===== src/rtl/bus_master_arbiter.sv =====
// Sole master of the shared parallel bus: round-robin arbitration of N_REQ requesters,
// one read/write at a time with read parity check and ACK timeout.
//   state     | meaning
//   S_IDLE    | pick round-robin winner, latch its command
//   S_SETUP   | address (and write data) on bus, strobes high
//   S_STROBE  | strobe low, wait for ACK low or timeout
//   S_RELEASE | strobes high, wait for ACK high or timeout
//   S_DONE    | one-cycle done pulse to owner, grant dropped
module bus_master_arbiter #(
   parameter int N_REQ     = 4,
   parameter int BUS_WIDTH = 8,
   parameter int TIMEOUT   = 16
) (
   input  logic                         clk,
   input  logic                         rst,
   input  logic [N_REQ-1:0]             req,
   input  logic [N_REQ-1:0]             req_we,
   input  logic [N_REQ*8-1:0]           req_addr,
   input  logic [N_REQ*BUS_WIDTH-1:0]   req_wdata,
   output logic [N_REQ-1:0]             gnt,
   output logic [N_REQ-1:0]             done,
   output logic                         err,
   output logic [BUS_WIDTH-1:0]         rdata,
   output logic                         bus_rb_n,
   output logic                         bus_wb_n,
   output logic [7:0]                   bus_addr,
   output logic [BUS_WIDTH-1:0]         bus_data_o,
   output logic                         bus_par_o,
   output logic                         bus_oe,
   input  logic [BUS_WIDTH-1:0]         bus_data_i,
   input  logic                         bus_par_i,
   input  logic                         bus_ack_n
);

   localparam int PW = $clog2(N_REQ);
   localparam int CW = $clog2(TIMEOUT);
   localparam logic [CW-1:0] CNT_TC = CW'(TIMEOUT - 1);

   typedef enum logic [2:0] {
      S_IDLE,
      S_SETUP,
      S_STROBE,
      S_RELEASE,
      S_DONE
   } state_t;

   state_t state, state_nxt;

   logic [PW-1:0]        ptr;
   logic [PW-1:0]        win;
   int                   idx;
   logic                 we_q;
   logic [7:0]           addr_q;
   logic [BUS_WIDTH-1:0] wdata_q;
   logic [CW-1:0]        cnt;
   logic                 grant;
   logic                 cnt_load;
   logic                 ack_cap;
   logic                 tmo;

   logic [7:0]           addr_arr  [N_REQ];
   logic [BUS_WIDTH-1:0] wdata_arr [N_REQ];

   for (genvar g = 0; g < N_REQ; g++) begin : g_unpack
      assign addr_arr[g]  = req_addr[g*8 +: 8];
      assign wdata_arr[g] = req_wdata[g*BUS_WIDTH +: BUS_WIDTH];
   end

   // Scan from ptr+N-1 down to ptr so the first set bit at/after ptr wins last.
   always_comb begin
      win = '0;
      idx = 0;
      for (int i = N_REQ - 1; i >= 0; i--) begin
         idx = (int'(ptr) + i) % N_REQ;
         if (req[PW'(idx)]) win = PW'(idx);
      end
   end

   always_ff @(posedge clk or posedge rst) begin
      if (rst) state <= S_IDLE;
      else     state <= state_nxt;
   end

   always_comb begin
      state_nxt = state;
      grant     = 1'b0;
      cnt_load  = 1'b0;
      ack_cap   = 1'b0;
      tmo       = 1'b0;
      bus_rb_n  = 1'b1;
      bus_wb_n  = 1'b1;
      bus_oe    = 1'b0;
      done      = '0;
      case (state)
         S_IDLE: begin
            if (|req) begin
               grant     = 1'b1;
               state_nxt = S_SETUP;
            end
         end
         S_SETUP: begin
            bus_oe    = we_q;
            cnt_load  = 1'b1;
            state_nxt = S_STROBE;
         end
         S_STROBE: begin
            bus_oe   = we_q;
            bus_wb_n = ~we_q;
            bus_rb_n = we_q;
            if (!bus_ack_n) begin
               ack_cap   = 1'b1;
               cnt_load  = 1'b1;
               state_nxt = S_RELEASE;
            end else if (cnt == '0) begin
               tmo       = 1'b1;
               cnt_load  = 1'b1;
               state_nxt = S_RELEASE;
            end
         end
         S_RELEASE: begin
            if (bus_ack_n) begin
               state_nxt = S_DONE;
            end else if (cnt == '0) begin
               tmo       = 1'b1;
               state_nxt = S_DONE;
            end
         end
         S_DONE: begin
            done      = gnt;
            state_nxt = S_IDLE;
         end
         default: state_nxt = S_IDLE;
      endcase
   end

   assign bus_addr   = addr_q;
   assign bus_data_o = bus_oe ? wdata_q : '0;
   assign bus_par_o  = bus_oe & (^wdata_q);

   always_ff @(posedge clk or posedge rst) begin
      if (rst) begin
         ptr     <= '0;
         gnt     <= '0;
         we_q    <= 1'b0;
         addr_q  <= '0;
         wdata_q <= '0;
      end else if (grant) begin
         ptr      <= (win == PW'(N_REQ - 1)) ? '0 : win + 1'b1;
         gnt      <= '0;
         gnt[win] <= 1'b1;
         we_q     <= req_we[win];
         addr_q   <= addr_arr[win];
         wdata_q  <= wdata_arr[win];
      end else if (state == S_DONE) begin
         gnt <= '0;
      end
   end

   // Timeout down-counter: reloaded on entry to STROBE and RELEASE, saturates at zero.
   always_ff @(posedge clk or posedge rst) begin
      if (rst)              cnt <= '0;
      else if (cnt_load)    cnt <= CNT_TC;
      else if (cnt != '0)   cnt <= cnt - 1'b1;
   end

   always_ff @(posedge clk or posedge rst) begin
      if (rst) begin
         err   <= 1'b0;
         rdata <= '0;
      end else if (ack_cap) begin
         if (we_q) begin
            err <= 1'b0;
         end else begin
            rdata <= bus_data_i;
            err   <= (^bus_data_i) != bus_par_i;
         end
      end else if (tmo) begin
         err <= 1'b1;
      end
   end

endmodule


===== config.mk =====
export PLATFORM = sky130hd
export DESIGN_NAME = bus_master_arbiter
export DESIGN_NICKNAME = d
export VERILOG_FILES = /design/src/rtl/bus_master_arbiter.sv
export SDC_FILE = /design/constraint.sdc
export NUM_CORES = 1
export LEC_CHECK = 0
export CAP_MARGIN = 15
export CORE_MARGIN = 1
export CORE_UTILIZATION = 38
export DETAILED_ROUTE_END_ITERATION = 10
export GPL_TIMING_DRIVEN = 1
export PLACE_DENSITY = 0.77
export SLEW_MARGIN = 20
export SYNTH_ARGS = -nofsm -noshare
export SYNTH_HDL_FRONTEND = slang
export SYNTH_SLANG_ARGS = --single-unit

===== constraint.sdc =====
create_clock -name clk -period 1.7 [get_ports clk]
set_input_delay 0.34 -clock clk [delete_from_list [all_inputs] [get_ports clk]]
set_output_delay 0.34 -clock clk [all_outputs]
set_load 0.005 [all_outputs]

==> Word level (Yosys, flattened, before mapping) <==
Index checks and enable logic that the tools add are counted.
W data, S select, Z words.
{ "op_classes": {"n_eq_ne": 9, "n_reduce_logical": 13, "n_addsub": 5, "bitwise_logic": 3, "n_lt_le_gt_ge": 7, "muxes": 55} }
{ "op_table": {"columns": ["cell", "n"], "rows": [
  ["$mux W8", 5],
  ["$bmux W8 S2", 2],
  ["$mux W1", 24],
  ["$mux W4", 5],
  ["$lt A2 B4 Y1 const B", 4],
  ["$reduce_xor A8 Y1", 2],
  ["$mux W3", 5],
  ["$pmux W3 S4", 1],
  ["$bmux W1 S2", 5],
  ["$mux W2", 5],
  ["$eq A3 B2 Y1 const B", 2],
  ["$ne A3 B3 Y1 const B", 2],
  ["$reduce_bool A2 Y1", 3],
  ["$add A2 B1 Y2 const B", 2],
  ["$add A2 B2 Y2 const B", 2],
  ["$logic_not A4 Y1", 1],
  ["$pmux W1 S2", 2],
  ["$reduce_bool A4 Y1", 1],
  ["$reduce_or A4 Y1", 1],
  ["$sub A4 B1 Y4 const B", 1],
  ["$eq A3 B1 Y1 const B", 1],
  ["$eq A3 B3 Y1 const B", 1],
  ["$ge A3 B3 Y1 const B", 1],
  ["$logic_not A3 Y1", 1],
  ["13 further kinds", 13]
]} }
{ "word_totals": {"word_cells": 101, "output_inout_bits": 37, "in_bits": 84, "ff_bits": 39} }

==> Longest topological paths before layout <==
{ "logic_depth": {"word_depth": 13, "mapped_depth": 9, "mapped_depth_nobuf": 7} }

==> Least setup slack after synthesis <==
OpenSTA, ideal clock, no wires.
{ "synth_timing": {"path_type": "register to register", "startpoint": "register cnt[0]", "endpoint": "register err", "path_slack_ns": -0.146, "stages_incl_launch_ff": 8, "synth_period_minus_slack_ns": 1.846, "arrival_ns": 1.782, "cell_sequence": "dfrtp_1 -> inv_1 -> ha_1 -> or3b_1 -> clkbuf_1 -> maj3_1 -> nor3b_1 -> o21a_1"} }
{ "synth_between": {"elab_chain_cells": 5, "elab_cells_between_ends": 6} }
{ "synth_rtl": {"columns": ["item", "line", "text"], "rows": [
  ["start: declaration", "55", "logic [CW-1:0] cnt;"],
  ["start signal: assignment", "163", "else if (cnt != '0) cnt <= cnt - 1'b1;"],
  ["$logic_not A4 Y1 *", "114, 123", null],
  ["$mux W1 *", "114, 123", null],
  ["$mux W1, on equally long branches", "121, 110", null],
  ["$pmux W1 S2 *", "94", "case (state)"],
  ["$reduce_bool A2 Y1 (no line) *", null, null],
  ["end signal: assignment", "175", "err <= (^bus_data_i) != bus_par_i;"],
  ["end: declaration", "22", "output logic err,"]
]} }
Every way passes the cells marked *; elsewhere a longest branch is shown, timed or not.
A chain may end at the register's enable or synchronous reset.

==> Worst setup path in the final report <==
{ "layout_timing": {"startpoint": "register state[0]", "endpoint": "output port bus_data_o[7]"} }
{ "layout_between": {"elab_chain_cells": 4, "elab_cells_between_ends": 5} }
{ "layout_rtl": {"columns": ["item", "line", "text"], "rows": [
  ["start: declaration", "47", "state_t state, state_nxt;"],
  ["start signal: assignment", "81", "else state <= state_nxt;"],
  ["$eq A3 B2 Y1 or $eq A3 B1 Y1 (tied branches)", "94", null],
  ["$reduce_or A2 Y1 (no line) *", null, null],
  ["$mux W1 *", "94", null],
  ["$mux W8 *", "137", "assign bus_data_o = bus_oe ? wdata_q : '0;"],
  ["end: declaration", "27", "output logic [BUS_WIDTH-1:0] bus_data_o,"]
]} }
Marks and branches as above.

==> impl_results.md <==
* Slew @ Worst Pin at 0.407 ns
* Gpl congestion at 0.823
* Final setup vio count at 47
* Tmin final at around 2.1 ns
* Number of placed I/O pins at 121
* Max cap viols at 0
* Startpoint types: register
* Maximum fanout along the worst path at 3
* Async S/R FF share, synth at between 90% and 100%
* DP Area at 4130 µm²
* CTS tree: yes
* Syn nets at about 360
* CP Class: reg -> out
* Post-synth top area share at between 30% and 40%
* Hold Buf Count CTS at 0
* Filler cells at 450
* Layout area overhead at 86.6%
* DR iter-0 viols at 137
* Worst path most repeated cell: buf_6
* Number of global-route vias before repair at 3077
* Antenna violations before repair at 0
* Chip height at 84.6 µm
* Seq. cell area at between 900 and 1000 µm²
* CP bufs+invs at 5
* Die area at 7150 µm²
* Buffers on Ports at 120
* Layout cells sized above 1 at 33.9%
* Crit end category: primary output
* Nets at 539
* Slew headroom at slightly above 70%
* Top_reg_cell synth: dfrtp_1
* Worst-path cell chain: buf_4, nand2b_4, a21oi_4, buf_6, buf_6, buf_6, and3_4, buf_6
* Drt pass-1 iters at 7
* CTS max path bufs at 2
* Crit path DAT at 1.80 ns
* Unrepaired setup endpoints after global routing: true
* Delay-heaviest family, CP: buffers and inverters
* Final setup TNS at -10.62 ns
* Vias at 2953
* Core Area at 6460 µm²
* WP data required at 1.36 ns
* Max Slew Vio Count at 0
* Syn avg cell area at 9.38 µm²
* Failing checks: design-rule violations, negative setup slack
* Mapped Area at approximately 2600 µm²
* Fin worst setup slack at -0.436 ns
* Worst clock skew at 0.0191 ns
* Top cells by area, synth: dfrtp_1 (38%), mux2i_1 (7.0%), a211o_1 (5.7%), nand2_1 (4.2%), nand3_1 (4.1%)
* Worst Hold Class: in -> async
* Slowest stage cell, crit path: dfrtp_1
* FP Rows at 29
* PwrDens at 1700 nW/µm²
* Max Fclk at 468 MHz
* Fin crit share at 126%
* Total GRT Usage at 27.0%
* Outcome: finished, violations left
* First-pass GRT wire length at 15000 µm
* DRT antenna net count at 0
* Seq cells post-synth at 39
* Sequential-to-total area share from yosys stat at 37.7%
* Total CTS buffers at 5
* Routed len/inst at around 19 µm
* Detailed Route WL at 10000 µm
* EDFF count, synth at 0
* Grt ovf at 0
* Initial Util at 40.1%
* Vias/cell at 5.56
* Hold Vio Cnt, Final at 0
* Root Driver: clkbuf_8
* Ant diodes at 0
* Pleak at 2.12 nW
* H-tree levels at 2
* Drt drc at 6
* Maximum vdd ir drop at a little under 1 mV
* Syn Inst Count at 276
* CP peak stage delay at 0.46 ns
* Clk pin slew, worst setup/hold paths at approximately 0.10 ns
* Largest net degree at the start of global routing at 31
* Synthesis Warnings at 0
* Die width at 84.6 µm
* Clk_lat worst skew at 0.32 ns
* Post-synth top area cell: dfrtp_1
* Count of cell types in the netlist at 46
* Multi-input gate area at 1720 µm²
* Clk sink count at 39
* Dpl hpwl at around 6000 µm
* Final Cell Area at 4830 µm²
## through the flow
step | utilization [%] | hold slack (ns) | total power, W | setup slack, ns | cells
final | 74.8 | 0.284 | 0.00823 | -0.436 | 531
after global routing | 74.8 | 0.309 | 0.00866 | -0.497 | 531
after CTS | 72.6 | 0.291 | 0.00766 | -0.283 | 523
after detailed placement | 64.0 | 0.476 | 0.00559 | -0.526 | 491
after global placement | 64.0 | 0.469 | 0.00546 | -0.407 | 491
after floorplan | - | 0.474 | 0.00375 | -0.0702 | 276
## per-layer routing
layer / vias up / track usage, % / wire (µm)
met5: - / 0 / 0
met4: 0 / 11.6 / 267
met3: 23 / 6.88 / 710
met2: 155 / 48.5 / 5210
li1: 1365 / - / -
met1: 1410 / 30.2 / 3840
## worst paths after layout
kind | depth (start not counted) | to | slack (ns) | start
max in group asynchronous | 3 | state[1] | 0.96 | rst
worst max register to register | 7 | wdata_q[1] | -0.28 | state[0]
min in group clk | 1 | rdata[4] | 0.52 | rdata[4]
worst max-delay path | 8 | bus_data_o[7] | -0.44 | state[0]
worst min-delay path | 2 | rdata[3] | 0.28 | rst
worst min register to register | 1 | rdata[4] | 0.52 | rdata[4]
## repair_timing
item | in CTS | in global routing
pin swaps | 31 | 24
setup buffers | 19 | 10
resized for setup | 122 | 33
endpoints found under the setup margin | 47 | 48
gates cloned | 6 | 1
## registers in the layout (all words and copies together) (netlist names)
| register | flops |
|---|---|
| wdata_q | 8 |
| we_q | 1 |
| err | 1 |
| gnt | 4 |
| bus_addr | 8 |
| cnt | 4 |
| ptr | 2 |
| state | 3 |
| rdata | 8 |
## Yosys cell counts, types with 2 or more instances
cell type and n:
o211ai_1 13, mux2_1 8, o21ai_0 19, dfrtp_1 39
nor2b_1 2, inv_1 5, nand2_1 29, and3_1 13
mux2i_1 18, o211ai_2 5, buf_2 9, nor3b_1 2
nand3_1 21, nor3_1 4, and2_1 2, o21ai_1 5
or3b_1 2, ha_1 2, xnor2_1 11, a211o_1 17
xor2_1 4, nor2_1 5, clkbuf_1 5, or3_1 2
nor4_1 2, a21oi_1 6, nand2b_1 4, buf_4 3
o21a_1 2
## power by group
| group | switching (W) | internal (W) | leakage, nW |
|---|---|---|---|
| sequential | 0.000384 | 0.00139 | 0.470 |
| clock | 0.000369 | 0.000476 | 0.0612 |
| combinational | 0.00239 | 0.00323 | 1.59 |
| total | 0.00314 | 0.00509 | 2.12 |
## layout by cell type, fill, tap and decap left out, drive strengths merged, types with 7 or more instances in the layout
cell type and n:
dfrtp 39, buf 84, o211ai 18, mux2 8
mux2i 18, nand3 21, a211o 17, clkdlybuf4s50 101
o21ai 24, clkbuf 7, and3 13, nand2 32
xnor2 11
## kinds of logic (layout without fill, tap and decap cells)
kind of cell,Yosys count,after routing,share of synthesized area [%]
compound gates,74,74,20.5
xor+xnor,16,16,5.94
fa+ha+maj,3,3,1.35
buf+inv,27,203,5.55
flops,39,39,37.7
mux,26,26,10.4
simple gates,91,93,18.6
## final cells by class
class | count | area share (%)
Clock buffer | 6 | 1.71
Clock inverter | 2 | 0.725
Inverter | 6 | 0.570
Multi-Input combinational cell | 212 | 35.6
Sequential cell | 39 | 20.2
Tap cell | 77 | 1.99
Timing Repair Buffer | 189 | 39.2
No activity file was read; power rests on OpenSTA's default activity.
